$ cat src/rtl/regfile_wb_scheduler_pkg.sv
// Shared defaults and requester encoding for the register-file writeback scheduler.
// Optional feature macro: RR_ARB_EN (round-robin writeback arbitration).
package regfile_wb_scheduler_pkg;

    localparam int DATA_W_DEF = 64;
    localparam int ADDR_W_DEF = 5;
    localparam int NREGS_DEF  = 2 ** ADDR_W_DEF;

    typedef enum logic {
        REQ_ALU = 1'b0,
        REQ_MEM = 1'b1
    } req_id_t;

endpackage

$ cat src/rtl/regfile_wb_scheduler_wb_arbiter.sv
// Single-port writeback arbiter between ALU and load results.
// RR_ARB_EN selects round-robin; otherwise MEM has fixed priority.
module wb_arbiter
    import regfile_wb_scheduler_pkg::*;
(
    input  logic clock,
    input  logic reset_n,
    input  logic alu_valid,
    input  logic mem_valid,
    output logic alu_grant,
    output logic mem_grant
);

`ifdef RR_ARB_EN
    req_id_t ptr_reg;
    req_id_t ptr_next;

    // The pointer names the requester that wins the next contention.
    always_comb begin
        alu_grant = 1'b0;
        mem_grant = 1'b0;
        ptr_next  = ptr_reg;
        if (alu_valid && mem_valid) begin
            if (ptr_reg == REQ_ALU) begin
                alu_grant = 1'b1;
                ptr_next  = REQ_MEM;
            end else begin
                mem_grant = 1'b1;
                ptr_next  = REQ_ALU;
            end
        end else begin
            alu_grant = alu_valid;
            mem_grant = mem_valid;
        end
    end

    always_ff @(posedge clock or negedge reset_n) begin
        if (!reset_n) begin
            ptr_reg <= REQ_ALU;
        end else begin
            ptr_reg <= ptr_next;
        end
    end
`else
    logic unused_ports;

    assign mem_grant    = mem_valid;
    assign alu_grant    = alu_valid & ~mem_valid;
    assign unused_ports = clock ^ reset_n;
`endif

endmodule

$ cat src/rtl/regfile_wb_scheduler.sv
// Register scoreboard plus single-write-port scheduler for ALU/load writebacks.
// Arbitration policy follows RR_ARB_EN (see wb_arbiter).
module regfile_wb_scheduler
    import regfile_wb_scheduler_pkg::*;
#(
    parameter int DATA_W = DATA_W_DEF,
    parameter int ADDR_W = ADDR_W_DEF
) (
    input  logic                  clock,
    input  logic                  reset_n,
    input  logic                  issue_valid,
    input  logic [ADDR_W-1:0]     issue_rs,
    input  logic [ADDR_W-1:0]     issue_rt,
    input  logic [ADDR_W-1:0]     issue_rd,
    input  logic                  issue_wr,
    output logic                  issue_stall,
    input  logic                  alu_valid,
    input  logic [ADDR_W-1:0]     alu_rd,
    input  logic [DATA_W-1:0]     alu_data,
    output logic                  alu_ready,
    input  logic                  mem_valid,
    input  logic [ADDR_W-1:0]     mem_rd,
    input  logic [DATA_W-1:0]     mem_data,
    output logic                  mem_ready,
    output logic                  rf_regwrite,
    output logic [ADDR_W-1:0]     rf_writereg,
    output logic [DATA_W-1:0]     rf_writedata,
    output logic [2**ADDR_W-1:0]  busy
);

    localparam int NREGS = 2 ** ADDR_W;

    logic              alu_grant;
    logic              mem_grant;
    logic              wb_fire;
    logic [ADDR_W-1:0] wb_rd;
    logic [DATA_W-1:0] wb_data;
    logic              issue_set;

    // Register 0 has no scoreboard flop at all; busy[0] is tied low.
    logic [NREGS-1:1]  busy_reg;
    logic [NREGS-1:1]  set_vec;
    logic [NREGS-1:1]  clr_vec;

    logic              rf_regwrite_reg;
    logic [ADDR_W-1:0] rf_writereg_reg;
    logic [DATA_W-1:0] rf_writedata_reg;

    wb_arbiter u_arb (
        .clock     (clock),
        .reset_n   (reset_n),
        .alu_valid (alu_valid),
        .mem_valid (mem_valid),
        .alu_grant (alu_grant),
        .mem_grant (mem_grant)
    );

    assign alu_ready = reset_n & alu_grant;
    assign mem_ready = reset_n & mem_grant;
    assign wb_fire   = alu_ready | mem_ready;
    assign wb_rd     = mem_ready ? mem_rd   : alu_rd;
    assign wb_data   = mem_ready ? mem_data : alu_data;

    assign busy = {busy_reg, 1'b0};

    // Hazard check uses only the registered scoreboard: no same-cycle bypass.
    assign issue_stall = reset_n & issue_valid &
                         (busy[issue_rs] | busy[issue_rt] | (issue_wr & busy[issue_rd]));
    assign issue_set   = issue_valid & ~issue_stall & issue_wr;

    genvar gi;
    generate
        for (gi = 1; gi < NREGS; gi++) begin : g_dec
            assign set_vec[gi] = issue_set & (issue_rd == ADDR_W'(gi));
            assign clr_vec[gi] = wb_fire   & (wb_rd    == ADDR_W'(gi));
        end
    endgenerate

    always_ff @(posedge clock or negedge reset_n) begin
        if (!reset_n) begin
            busy_reg <= '0;
        end else begin
            busy_reg <= (busy_reg & ~clr_vec) | set_vec;
        end
    end

    always_ff @(posedge clock or negedge reset_n) begin
        if (!reset_n) begin
            rf_regwrite_reg  <= 1'b0;
            rf_writereg_reg  <= '0;
            rf_writedata_reg <= '0;
        end else begin
            rf_regwrite_reg <= wb_fire && (wb_rd != '0);
            if (wb_fire) begin
                rf_writereg_reg  <= wb_rd;
                rf_writedata_reg <= wb_data;
            end
        end
    end

    assign rf_regwrite  = rf_regwrite_reg;
    assign rf_writereg  = rf_writereg_reg;
    assign rf_writedata = rf_writedata_reg;

endmodule

$ cat config.mk
export PLATFORM = sky130hd
export DESIGN_NAME = regfile_wb_scheduler
export DESIGN_NICKNAME = d
export VERILOG_FILES = /design/src/rtl/regfile_wb_scheduler_pkg.sv /design/src/rtl/regfile_wb_scheduler_wb_arbiter.sv /design/src/rtl/regfile_wb_scheduler.sv
export SDC_FILE = /design/constraint.sdc
export NUM_CORES = 1
export LEC_CHECK = 0
export CAP_MARGIN = 20
export CORE_UTILIZATION = 42
export CTS_CLUSTER_SIZE = 16
export DETAILED_ROUTE_END_ITERATION = 8
export GPL_TIMING_DRIVEN = 0
export PLACE_DENSITY = 0.82
export SLEW_MARGIN = 5
export SYNTH_ARGS = -nofsm -noshare
export SYNTH_HDL_FRONTEND = slang
export SYNTH_SLANG_ARGS = --single-unit
$ cat constraint.sdc
create_clock -name clock -period 3 [get_ports clock]
set_input_delay 0.3 -clock clock [delete_from_list [all_inputs] [get_ports clock]]
set_output_delay 0.3 -clock clock [all_outputs]
set_load 0.02 [all_outputs]
After elaboration in Yosys (flattened, before gate mapping)

Cells that the tools add are included.
W data, S select, Z words.

Magnitude comparators: 3
Eq/ne operators: 62
Multiplexer cells: 8
Bitwise logic cells: 78
Reduce and logical (&&, ||, !) cells: 2

Operators with widths:

| kind                 | number |
|---|---|
| $eq A5 B5 Y1 const B | 32 |
| $eq A5 B4 Y1 const B | 16 |
| $and A1 B1 Y1        | 70 |
| $mux W64             | 1 |
| $eq A5 B3 Y1 const B | 8 |
| $and A31 B31 Y31     | 1 |
| $not A31 Y31         | 1 |
| $or A31 B31 Y31      | 1 |
| $eq A5 B2 Y1 const B | 4 |
| $lt A5 B6 Y1 const B | 3 |
| $bmux W1 S5          | 3 |
| $eq A5 B1 Y1 const B | 2 |
| $mux W5              | 1 |
| $reduce_bool A5 Y1   | 1 |
| $mux W1              | 3 |
| $or A1 B1 Y1         | 3 |
| $not A1 Y1           | 2 |
| $logic_and A1 B1 Y1  | 1 |

Flip-flop bits (word level): 101
Input bits: 159
Output and inout bits: 105
Word-level logic and storage cells: 157

Depth between registers and ports, before layout

Word-level depth: 10
Depth in mapped cells: 9
Depth with buffers taken out: 6

Hierarchy

From an unflattened synthesis, not the netlist that was laid out.

Cell total of the unflattened synthesis: 612
Area, all modules: 5875.6 sq um

By module, submodules not included:

| module               | times used | cells an instance | area each (sq um) | seq. area each (sq um) |
|---|---|---|---|---|
| regfile_wb_scheduler | 1          | 610               | 5854.4            | 2527.4 |
| wb_arbiter           | 1          | 2                 | 21.3              | 0.0 |

Least setup slack after synthesis

OpenSTA, ideal clock, no wires.

Kind: input-to-reg
Start point: input issue_rs[0]
End point: register busy_reg[27] (netlist bit)
Library setup time: 0.104 ns
Arrival time: 2.213 ns
Data required time: 2.896 ns
Path slack: 0.683 ns
Stages on the path: 8
Buffers on the path: 2
Cell sequence: clkbuf_1 -> mux4_2 -> o21ai_0 -> o221ai_1 -> and4bb_1 -> a31oi_1 -> buf_4 -> o41ai_2

Longest elaborated chain between the ends: 10

RTL lines:

| item                          | RTL line                   | text |
|---|---|---|
| start, declared               | regfile_wb_scheduler.sv:12 | `input logic [ADDR_W-1:0] issue_rs,` |
| $bmux W1 S5                   | regfile_wb_scheduler.sv:68 | `(busy[issue_rs] \| busy[issue_rt] \| (issue_wr & busy[issue_rd]));` |
| $mux W1 (implied by the code) | regfile_wb_scheduler.sv:68 |  |
| $or A1 B1 Y1 (2 in a row)     | regfile_wb_scheduler.sv:68 |  |
| $and A1 B1 Y1                 | regfile_wb_scheduler.sv:67 | `assign issue_stall = reset_n & issue_valid &` |
| $not A1 Y1                    | regfile_wb_scheduler.sv:69 | `assign issue_set = issue_valid & ~issue_stall & issue_wr;` |
| $and A1 B1 Y1 (2 in a row)    | regfile_wb_scheduler.sv:69 |  |
| $and A1 B1 Y1                 | regfile_wb_scheduler.sv:74 | `assign set_vec[gi] = issue_set & (issue_rd == ADDR_W'(gi));` |
| $or A31 B31 Y31               | regfile_wb_scheduler.sv:83 | `busy_reg <= (busy_reg & ~clr_vec) \| set_vec;` |
| end signal, assigned          | regfile_wb_scheduler.sv:83 |  |
| end, declared                 | regfile_wb_scheduler.sv:41 | `logic [NREGS-1:1] busy_reg;` |

No other way between the ends. The select of a mux whose other input is x is not followed.
A chain may end at the register's enable or synchronous reset.

Worst setup path after layout

Start point: register busy_reg[12] (netlist bit)
End point: output issue_stall

Longest elaborated chain between the ends: 5
Elaborated cells on any way between the ends: 10
Those cells by class: mux (6); bitwise (4)

RTL lines:

| item                                          | RTL line                   | text |
|---|---|---|
| $bmux W1 S5                                   | regfile_wb_scheduler.sv:68 |  |
| $mux W1 (implied by the code)                 | regfile_wb_scheduler.sv:68 |  |
| $or A1 B1 Y1 or $and A1 B1 Y1 (tied branches) | regfile_wb_scheduler.sv:68 |  |
| $or A1 B1 Y1 *                                | regfile_wb_scheduler.sv:68 |  |
| $and A1 B1 Y1 *                               | regfile_wb_scheduler.sv:67 |  |
| end, declared                                 | regfile_wb_scheduler.sv:16 | `output logic issue_stall,` |

Every way passes the cells marked *; elsewhere a longest branch is shown, timed or not. The select of a mux whose other input is x is not followed.

==> run_results.csv <==
group,metric,value,unit
run_status,status,"finished clean",
cells_and_area,multi_input_area,0.00289,mm²
synth,netlist.area_leader.share,45.1,%
global_routing,grt_max_degree,61,
power,p_int,2970,µW
setup_path,crit_type,"reg2out",
die,die_h,117,µm
die,rows,41,
die,io_pins,264,
synth,synthesis.nets,719,
synth,synth_most_common_cell,"o21ai_0",
setup_path,crit_chain,"mux4_2, a22oi_1, o221ai_1, and4bb_1, a31oi_4, buf_6, dlygate4sd2_1",
setup_path,crit_slowest_cell,"mux4_2",
global_routing,gr-total-overflow,0,
setup_path,cp-endpoint,"issue_stall",
sta,timing.fmax,343,MHz
flow_run,cap_violations,0,
synth,synth_area,0.00560,mm²
global_routing,use_met3,5.57,%
cells_and_area,layout.nets,982,
sta,timing.final.crit_period,2.92,ns
global_routing,antenna_found_initial,0,
synth,synthMuxAreaShare,21.1,%
die,coreArea,0.0128,mm²
clocking,cts_made_buffers,9,
setup_path,cp_slowest_stage_delay,0.51,ns
die,die-width,117,µm
setup_path,crit_fanout,10,
clocking,path_clk_slew,0.07,ns
global_routing,grt_first_pass_wirelength,31.4,mm
synth,synth-edff-count,0,
sta,slew_headroom,38.3,%
sta,clock_skew,0.00602,ns
placement,io_buffers,251,
global_routing,use_met2,52.1,%
synth,ys_async_sr_fraction,100,%
power,vdd_drop_max,0.000266,V
synth,synthSimpleGateAreaFrac,12.1,%
power,seqPwrFrac,40.0,%
setup_path,cp.required,2.70,ns
die,start_util,43.7,%
cells_and_area,final-seq-area,0.00253,mm²
sta,worstMarginPinSlew,0.921,ns
synth,synth_area_leaders,"dfrtp_1 (45%), mux2i_1 (15%), o21ai_0 (9.1%), nand2_1 (6.1%), mux4_2 (5.6%)",
hold_path,hold_class,"in2async",
clocking,clk_latency,0.35,ns
setup_path,r2r_end,"busy_reg[27]",
cells_and_area,fillCellCount,989,
global_routing,grt-busiest-layer,"met2",
synth,syn_avg_cell_area,10.0,µm²
global_routing,grt_pass1_vias,5931,
synth,yosys.area.top_type,"dfrtp_1",
synth,synth_seq_cells,101,
power,clkPwrFrac,24.4,%
power,power.switching,1530,µW
power,combinationalPowerShare,35.7,%
synth,synth-xor-area-share,0,%
setup_path,reg2reg_slack,0.55,ns
global_routing,grtUsageMet1,33.9,%
cells_and_area,fin_area,0.00867,mm²
clocking,clock_sinks,101,
setup_path,arrival,2.62,ns
sta,setup_tns,0,ns
setup_path,crit_path_start_kind,"register",
route,firstDrtPassIters,5,
synth,synth_fa_ha_area_share,0,%
sta,whs,0.0139,ns
route,ant_nets,0,
clocking,cts_tree,"built",
synth,synthesis.instances,560,
cells_and_area,fin_util,67.6,%
cells_and_area,areaGrowthSynthToFinish,54.9,%
power,power-per-cell-area,519,mW/mm²
synth,synthFlopType,"dfrtp_1",
placement,dpl_worst_slack,-0.522,ns
clocking,cts_root_buf,"clkbuf_16",
route,drc,0,
placement,globalplace.congestion,0.937,
synth,synthDistinctLibCells,40,
power,leakagePower,0.00378,µW
sta,finalMaxSlewViolations,0,
setup_path,startpoint,"busy_reg[12]",
sta,hold_violations,0,
sta,final-setup-viol-count,0,
setup_path,reg2reg_depth,7,
route,wirelength,20.1,mm
setup_path,rr_startpoint,"busy_reg[12]",
cells_and_area,drive_above_1_share,6.28,%
synth,yosysWarnings,0,
placement,dp_hpwl,16.0,mm
synth,synth_top_family_by_area,"multiplexers",
route,wl_per_cell,20.1,µm
sta,rsz0062_at_grt,"false",
sta,setup_slack,0.0826,ns
route,vias,5701,
sta,period_share,97.2,%
route,drtIter0Drc,344,
placement,placed_cell_area,0.00835,mm²
synth,synth_common_cells,"o21ai_0 (102), dfrtp_1 (101), nand2_1 (91)",
clocking,cts.path.max_buffers,2,
die,floorplan.die_area,0.0138,mm²
power,swShare,34.0,%
setup_path,end_kind,"output pin",
synth,synth-compound-area-share,17.9,%
cells_and_area,largest_reg_flops,64,
route,routed_via_density,5.70,
synth,synth.yosys.seq_area_share,45.1,%
clocking,htreeDepth,3,
cells_and_area,diodes,0,
global_routing,globalRouteTotalUtil,29.4,%
==> power groups by stage <==
stage	registers [µW]	clock network [µW]	logic, µW
2_1_floorplan	2000	0	495
3_3_place_gp	1800	0	1550
3_5_place_dp	1810	0	1590
4_1_cts	1790	1110	1610
5_1_grt	1820	1150	1700
6_report	1800	1100	1610
==> worst max-delay path, delay by kind of cell, from the launching register on <==
family,cells,cell delay [ns]
compound gates,3,0.46
buf+inv,2,0.52
flops,1,0.44
mux,1,0.51
simple gates,1,0.34
==> area by class of cell <==
type / instances / area share, %
Tap cell: 172 / 2.48
Multi-Input combinational cell: 409 / 33.3
Timing Repair Buffer: 253 / 29.5
Clock buffer: 11 / 2.80
Clock inverter: 5 / 0.404
Inverter: 8 / 0.346
Sequential cell: 101 / 29.1
Buffer: 41 / 2.08
==> cells by family (layout without fill, tap and decap cells) <==
group	after synthesis	after routing
AOI/OAI and AO/OA	161	161
and+or+nand+nor	147	147
DFF	101	101
muxes	100	100
buffers and inverters	50	318
other	1	1
==> timing repair <==
action                                  CTS  global route
endpoints found under the hold margin    42             0
pin swaps                                 0             2
gates cloned                              0             0
hold buffers                              1             0
buffers inserted                          0             0
endpoints found under the setup margin    1             1
resized for setup                         6             2
==> layout by cell type, fill, tap and decap left out, drive strengths merged, types with 2 or more instances in the layout <==
cell             n
nand3b           7
o41ai            7
clkinv           3
nor3b            3
clkbuf          36
clkdlybuf4s50  248
nand3           12
o21ai          103
a221oi           4
buf             19
a22o             4
dfrtp          101
mux2i           83
dlygate4sd2      2
and2             2
nor2b           11
mux2             3
nor2             8
a31oi            7
a22oi            4
nand2b           6
nand2           91
mux4            14
o31ai           26
inv              9
==> through the flow <==
stage          std cells  total power, µW
2_1_floorplan        560             2500
3_3_place_gp         983             3360
3_5_place_dp         984             3400
4_1_cts             1001             4500
5_1_grt             1000             4670
6_report            1000             4500
==> layer usage <==
metal	share of wire, %	vias to the layer above
met5	0	-
met4	4.2	0
met3	7.5	61
met2	51	319
met1	37	2745
li1	-	2576
==> worst min path at each step <==
stage                     cells past startpoint                to  slack, ns
after floorplan                               0      busy_reg[10]      0.004
after global placement                        2  rf_writedata[54]       0.46
after detailed placement                      1      busy_reg[20]       0.34
after CTS                                     2      busy_reg[22]       0.02
after global routing                          2  rf_writedata[62]       0.04
final                                         2  rf_writedata[60]       0.01
Power figures use the tool's default switching activity.
